===== config.mk =====
export PLATFORM = sky130hd
export DESIGN_NAME = zbus_fifo_reg_sync
export DESIGN_NICKNAME = d
export VERILOG_FILES = /design/src/rtl/zbus_pkg.sv /design/src/rtl/zbus_fifo_mem.sv /design/src/rtl/zbus_fifo_reg_sync.sv
export SDC_FILE = /design/constraint.sdc
export NUM_CORES = 1
export LEC_CHECK = 0
export ABC_AREA = 1
export BUFFER_PORTS_ARGS = -buffer_cell sky130_fd_sc_hd__buf_2
export CELL_PAD_IN_SITES_DETAIL_PLACEMENT = 0
export CELL_PAD_IN_SITES_GLOBAL_PLACEMENT = 1
export CORE_ASPECT_RATIO = 1.75
export CORE_MARGIN = 2
export CORE_UTILIZATION = 43
export DETAILED_ROUTE_END_ITERATION = 8
export PLACE_DENSITY_LB_ADDON = 0.1
export SLEW_MARGIN = 20
export SYNTH_ARGS = -nofsm -noshare
export SYNTH_HDL_FRONTEND = slang
export SYNTH_SLANG_ARGS = --single-unit

===== constraint.sdc =====
create_clock -name clk -period 2.3 [get_ports clk]
set_clock_uncertainty 0.05 [all_clocks]
set_input_delay 0.23 -clock clk [delete_from_list [all_inputs] [get_ports clk]]
set_output_delay 0.23 -clock clk [all_outputs]
set_load 0.005 [all_outputs]

===== src/rtl/zbus_pkg.sv =====
// Shared helpers for the zbus FIFO family: pointer wrap-increment, threshold
// compare and pointer-width derivation.
package zbus_pkg;

   // Pointer increment that wraps from len-1 back to 0; len need not be a power of two.
   function automatic int unsigned wrap_inc(input int unsigned ptr, input int unsigned len);
      return (ptr >= len - 32'd1) ? 32'd0 : ptr + 32'd1;
   endfunction

   function automatic logic at_or_below(input int unsigned val, input int unsigned thr);
      return val <= thr;
   endfunction

   function automatic int unsigned ptr_width(input int unsigned len);
      return (len > 32'd1) ? $clog2(len) : 32'd1;
   endfunction

endpackage


===== src/rtl/zbus_fifo_mem.sv =====
// LN x BW storage for the zbus FIFOs: one synchronous write port and one
// asynchronous read port.
module zbus_fifo_mem #(
   parameter int BW  = 8,
   parameter int LN  = 4,
   parameter int LNL = 2
) (
   input  logic           clk,
   input  logic           i_we,
   input  logic [LNL-1:0] i_waddr,
   input  logic [BW-1:0]  i_wdata,
   input  logic [LNL-1:0] i_raddr,
   output logic [BW-1:0]  o_rdata
);

   logic [BW-1:0] r_mem [LN];

   // NOTE: storage carries no reset; control state alone decides which words are valid.
   always_ff @(posedge clk) begin
      if (i_we) r_mem[i_waddr] <= i_wdata;
   end

   assign o_rdata = r_mem[i_raddr];

endmodule


===== src/rtl/zbus_fifo_reg_sync.sv =====
// Single-clock valid/ack FIFO with registered count and thresholds.
// Define ZBUS_FIFO_BYPASS_EN to let a word pass straight through when empty.
module zbus_fifo_reg_sync
   import zbus_pkg::*;
#(
   parameter  int BW  = 8,
   parameter  int LN  = 4,
   parameter  int AFL = 1,
   parameter  int AEL = 1,
   localparam int LNL = ptr_width(LN),
   localparam int CNL = $clog2(LN + 1)
) (
   input  logic           clk,
   input  logic           rst,
   input  logic           clr,
   input  logic           zi_vld,
   input  logic [BW-1:0]  zi_bus,
   output logic           zi_ack,
   output logic [CNL-1:0] zi_num,
   output logic           zi_afl,
   output logic           zo_vld,
   output logic [BW-1:0]  zo_bus,
   input  logic           zo_ack,
   output logic [CNL-1:0] zo_num,
   output logic           zo_ael
);

   logic [LNL-1:0] r_wpb;
   logic [LNL-1:0] r_rpb;
   logic [CNL-1:0] r_cnt;

   logic           w_zi_trn;
   logic           w_zo_trn;
   logic           w_we;
   logic           w_rd;
   logic [BW-1:0]  w_mem_rd;

   assign zi_ack   = (r_cnt < CNL'(LN)) & ~clr;
   assign w_zi_trn = zi_vld & zi_ack;
   assign w_zo_trn = zo_vld & zo_ack;

`ifdef ZBUS_FIFO_BYPASS_EN
   logic w_byp;

   // An empty FIFO presents the incoming word directly; if taken, it is never stored.
   assign w_byp  = (r_cnt == '0) & zi_vld & ~clr;
   assign zo_vld = ((r_cnt != '0) & ~clr) | w_byp;
   assign zo_bus = w_byp ? zi_bus : w_mem_rd;
   assign w_we   = w_zi_trn & ~(w_byp & zo_ack);
   assign w_rd   = w_zo_trn & ~w_byp;
`else
   assign zo_vld = (r_cnt != '0) & ~clr;
   assign zo_bus = w_mem_rd;
   assign w_we   = w_zi_trn;
   assign w_rd   = w_zo_trn;
`endif

   assign zo_num = r_cnt;
   assign zi_num = CNL'(LN) - r_cnt;
   assign zi_afl = at_or_below(32'(zi_num), AFL);
   assign zo_ael = at_or_below(32'(r_cnt), AEL);

   // NOTE: sequential state uses non-blocking assignments so all registers update from pre-edge values.
   always_ff @(posedge clk) begin
      if (rst) begin
         r_wpb <= '0;
         r_rpb <= '0;
         r_cnt <= '0;
      end else if (clr) begin
         r_wpb <= '0;
         r_rpb <= '0;
         r_cnt <= '0;
      end else begin
         if (w_we) r_wpb <= LNL'(wrap_inc(32'(r_wpb), LN));
         if (w_rd) r_rpb <= LNL'(wrap_inc(32'(r_rpb), LN));
         case ({w_we, w_rd})
            2'b10:   r_cnt <= r_cnt + CNL'(1);
            2'b01:   r_cnt <= r_cnt - CNL'(1);
            default: r_cnt <= r_cnt;
         endcase
      end
   end

   zbus_fifo_mem #(
      .BW  (BW),
      .LN  (LN),
      .LNL (LNL)
   ) u_mem (
      .clk     (clk),
      .i_we    (w_we),
      .i_waddr (r_wpb),
      .i_wdata (zi_bus),
      .i_raddr (r_rpb),
      .o_rdata (w_mem_rd)
   );

endmodule


==> results <==
- The via count is around 1300.
- The startpoint identified for the worst register-to-register timing path is zo_num[1].
- The starting density of the core is ~45%.
- Counting instances, the worst hold path has a depth of 1.
- The category of the worst setup path launch point is a flip-flop.
- Traced cell by cell, the critical path runs through inv_1 > ha_1 > ha_1 > nor2_4 > nand3_4 > ha_1 > nor2_1 > nand2_1 > nor2_1 > nor2_1.
- CTS placed an instance of sky130_fd_sc_hd__clkbuf_8 at the clock tree root.
- The die covers just under 0.005 sq mm.
- The repair_antennas step left the layout with diodes totalling 0.
- The chip height is 90.84 um.
- For the worst flop-to-flop path, the logic depth is 10.
- The proportion of netlist area held by the largest area contributor is between 50 and 60%.
- The basic-gate share of the synthesized area counting and, or, nand and nor cells is roughly 12%.
- The placed instance count is about 250.
- The total nets after synthesis is 191.
- Summed over all failing endpoints, the final setup total negative slack is 0 ns.
- The final count of hold timing violations is 0.
- Counting distinct cell types in the post-synthesis netlist gives 22.
- The biggest fanout along the worst timing path is 8.
- The clock-pin transition on the worst setup and hold timing paths is 0.07 ns.
- The power density relative to cell area is 669.6 mW/mm^2.
- Power comes to 1.467 mW.
- Global routing used about 17% of the available tracks across all layers.
- The worst setup path is captured at a flip-flop.
- The via count of the first global-routing pass came to 1292.
- Of the total power, the share spent switching nets is 19.84%.
- Setup violations remaining at the end of the flow were counted as 0.
- Across all register-to-register paths, the minimum setup slack is roughly 0.19 ns.
- Of the synthesized area, sequential elements account for roughly three fifths.
- The number of nets in the final layout is between 200 and 250.
- The placeable core region is slightly above 0.004 sq mm.
- The analysis attributes to cell leakage a power of 0.9139 nW.
- At the worst endpoint, the arrival time is between 2 and 2.5 ns.
- The total number of clock tree sinks is 41.
- The startpoint identified for the worst hold timing path is zi_bus[2].
- After detailed routing, the total wire length is about 3.5 mm.
- The first global-routing pass estimated 5.699 mm of wire.
- The number of buffers created by CTS is 5.
- Once detail routing completed, the nets flagged for antenna violations numbered 0.
- The category of the most critical setup path is flip-flop to flip-flop.
- The mapped netlist covers between 0.0015 and 0.002 sq mm.
- Counting flops and latches in the post-synthesis netlist gives between 40 and 50.
- The share of total power dissipated in combinational logic is between 7 and 8%.
- The final routed wire length divided by cell count is roughly 14 um.
- The slowest cell on the critical path is sky130_fd_sc_hd__dfxtp_1.
- The hold-fix buffer count after cts is 0.
- The clock network fraction of total power is 37.1%.
- In this run the worst hold path is classified as primary input to flip-flop.
- The number of maximum-capacitance violations is 0.
- Summing the areas of all fa, ha and maj instances in the mapped netlist gives just under 9% of the synthesized area.
- The number of instances in the synthesized netlist is around 170.
- Entering global routing, the biggest net connects 17 pins.
- Compared with the post-synthesis result, the final layout area differs by 18.23%.
- The internal power of the cells is about 1.2 mW.
- The multiplexer share of the synthesized area is 0%.
- After floorplanning, the core was divided into 31 placement rows.
- The clock latency on the worst-skew pair is 0.28 ns.
- Across the VDD grid, the largest voltage drop is ~0.00046 V.
- Ranked by total cell area, the synthesized netlist is headed by sky130_fd_sc_hd__edfxtp_1 52%, sky130_fd_sc_hd__dfxtp_1 9.7%, sky130_fd_sc_hd__ha_1 8.8%, sky130_fd_sc_hd__nor2_1 6.3%, sky130_fd_sc_hd__inv_1 4.1%.
- At the pin with the least slew margin, the transition time is 0.3397 ns.
- Registers are responsible for 55.7% of the overall power.
- The sum of buffers and inverters on the critical path is 1.
- The average size of a mapped cell is approximately 11 sq um.
- The floorplan die width is between 50 and 60 um.
- After detailed routing, the number of vias per cell comes to 4.941.
- The largest single stage delay on the critical path is between 0.4 and 0.5 ns.
- The worst max-slew margin expressed relative to the limit is between 70 and 80%.
- Detailed placement ended at an HPWL of between 2 and 3 mm.
- The initial antenna violation count was 0.
- The number of levels in the clock H-tree is 2.
- The number of design-rule violations left by the first detailed-router iteration is 23.
- Of all cell types, the one taking the most synthesized area is sky130_fd_sc_hd__edfxtp_1.
- For this run, the detailed router's first-pass iteration total came to 4.
- The worst min-delay path endpoint is u_mem.r_mem[0][2].
- The maximum operating frequency is ~470 MHz.
- The final critical path time including I/O delays and setup is 2.110 ns.
- The analysis attributes to net switching a power of approximately 290 uW.
- The final cell count without fillers is ~260.
- The total of warnings raised by yosys is 0.
- The post-synthesis share of cell area spent on xor and xnor gates is less than 1%.
- The final global-route overflow total is 0.
- The clock passes through at most 2 buffers.
- The number of buffers added on ports is 30.
- The area fraction in compound gates after synthesis is a little over a tenth.
- The category of cells accounting for the largest share of critical-path delay is adder cells.
- In the finished design, the share of the clock period the worst path needs comes to around nine tenths.
- The reg-to-reg endpoint is zo_num[2].
- The endpoint required time on the critical path is roughly 2.4 ns.
- The number of slew-limit violations in the final report is 0.
- The final cell utilization of the core is between 50% and 60%.
- The global placement routability congestion is slightly below 0.8.
- The dominant combinational cell family by area after synthesis is simple AND/OR/NAND/NOR gates.
- The count of pins on the block boundary is 31.
- The flow ran to the end, and the final reports show no timing, DRC or antenna violations.
- Setup repair after global routing left no endpoint under its margin.
- Cells with a size suffix above 1 make up approximately a quarter of the layout.
- The number of remaining DRC errors is 0.
- TritonCTS built the clock tree.
- The worst hold slack is between 0.1 and 0.15 ns.
-- cell families after synthesis --
group,count (synthesis)
adder cells (fa/ha/maj),13
buffers and inverters,25
XOR/XNOR,1
AO/OA/AOI/OAI,33
AND/OR/NAND/NOR,52
flip-flops,41
-- area by class of cell --
type                       count  area, sq um
tap                           49        61.31
inverter                      22        82.58
fill                         370         1959
timing repair buffer          36        195.2
multi-input combinational     99        604.3
clock buffer                   6        72.57
sequential                    41         1141
clock inverter                 2        33.78
-- worst register-to-register path: stages, from the launching register on --
cell                      delay [ns]
sky130_fd_sc_hd__dfxtp_1        0.41
sky130_fd_sc_hd__inv_1          0.13
sky130_fd_sc_hd__ha_1           0.24
sky130_fd_sc_hd__ha_1           0.22
sky130_fd_sc_hd__nor2_4         0.14
sky130_fd_sc_hd__nand3_4        0.14
sky130_fd_sc_hd__ha_1           0.36
sky130_fd_sc_hd__nor2_1         0.12
sky130_fd_sc_hd__nand2_1        0.07
sky130_fd_sc_hd__nor2_1         0.08
sky130_fd_sc_hd__nor2_1         0.05
-- cells in the final DEF (no fill, tap or decap) --
cell	n
sky130_fd_sc_hd__inv_2	2
sky130_fd_sc_hd__inv_1	20
sky130_fd_sc_hd__or2_1	1
sky130_fd_sc_hd__xor2_1	1
sky130_fd_sc_hd__o21ai_0	14
sky130_fd_sc_hd__bufinv_16	1
sky130_fd_sc_hd__ha_1	13
sky130_fd_sc_hd__nand3_4	1
sky130_fd_sc_hd__nand2_1	12
sky130_fd_sc_hd__o21ai_4	1
sky130_fd_sc_hd__o21ai_2	2
sky130_fd_sc_hd__nand4_1	2
sky130_fd_sc_hd__edfxtp_1	32
sky130_fd_sc_hd__o211ai_1	1
sky130_fd_sc_hd__a21boi_0	1
sky130_fd_sc_hd__clkbuf_1	1
sky130_fd_sc_hd__nor2_4	1
sky130_fd_sc_hd__clkinv_1	1
sky130_fd_sc_hd__a21oi_1	3
sky130_fd_sc_hd__o22ai_1	8
sky130_fd_sc_hd__dfxtp_1	9
sky130_fd_sc_hd__nor2_2	4
sky130_fd_sc_hd__o21ai_1	3
sky130_fd_sc_hd__buf_4	6
sky130_fd_sc_hd__nor2_1	31
sky130_fd_sc_hd__buf_2	30
sky130_fd_sc_hd__clkbuf_8	5
-- metal layers --
| layer | GRT usage (%) | share of wire [%] | up-vias |
|---|---|---|---|
| li1 | - | - | 637 |
| met1 | 14.46 | 34 | 589 |
| met2 | 32.51 | 61 | 32 |
| met3 | 4.636 | 4.1 | 2 |
| met4 | 6.410 | 0.80 | 0 |
| met5 | 0 | 0 | - |
-- power groups by stage --
stage                     clock [mW]  combinational (mW)  sequential, mW
after global placement             0               0.104           0.833
after floorplan                    0              0.0558           0.834
after detailed placement           0               0.106           0.834
final                          0.545               0.105           0.817
after global routing           0.606               0.119           0.818
after CTS                      0.559               0.106           0.817
-- flip-flops by register name, indices dropped and copies added (netlist names), named ones only --
register,count
r_wpb,2
u_mem.r_mem,32
r_rpb,2
zo_num,3
-- per-stage QoR --
step | cell area, sq um | worst slack (ns)
global placement | 2079 | 0.2091
detailed placement | 2079 | 0.1414
CTS | 2186 | 0.1327
finish | 2191 | 0.1903
global route | 2191 | 0.01168
floorplan | 1853 | 0.1773
-- cells in the mapped netlist --
cell type and n:
sky130_fd_sc_hd__o21ai_0 14, sky130_fd_sc_hd__nand3_4 1, sky130_fd_sc_hd__nor2_2 5, sky130_fd_sc_hd__edfxtp_1 32
sky130_fd_sc_hd__or2_1 1, sky130_fd_sc_hd__nand2_1 12, sky130_fd_sc_hd__buf_4 1, sky130_fd_sc_hd__dfxtp_1 9
sky130_fd_sc_hd__o22ai_1 8, sky130_fd_sc_hd__o21ai_4 1, sky130_fd_sc_hd__a21boi_0 1, sky130_fd_sc_hd__nand4_1 2
sky130_fd_sc_hd__a21oi_1 3, sky130_fd_sc_hd__o21ai_1 3, sky130_fd_sc_hd__buf_6 2, sky130_fd_sc_hd__xor2_1 1
sky130_fd_sc_hd__nor2_1 31, sky130_fd_sc_hd__o211ai_1 1, sky130_fd_sc_hd__inv_2 2, sky130_fd_sc_hd__inv_1 20
sky130_fd_sc_hd__o21ai_2 2, sky130_fd_sc_hd__ha_1 13
-- how the worst max path moves through the flow --
| stage | start | end | slack [ns] | cells after the start |
|---|---|---|---|---|
| 2_1_floorplan | zo_num[0] | u_mem.r_mem[0][0] | 0.18 | 6 |
| 5_1_grt | zo_num[1] | zo_num[2] | 0.01 | 11 |
| 3_3_place_gp | zo_num[1] | zo_num[2] | 0.21 | 10 |
| 3_5_place_dp | zo_num[1] | zo_num[2] | 0.14 | 10 |
| 4_1_cts | zo_num[1] | zo_num[2] | 0.13 | 10 |
| 6_report | zo_num[1] | zo_num[2] | 0.19 | 10 |
-- what timing repair did --
item                       CTS  global route
gates resized for setup      0             1
setup buffers                0             0
setup endpoints to repair    0             1
Power figures use the tool's default switching activity.
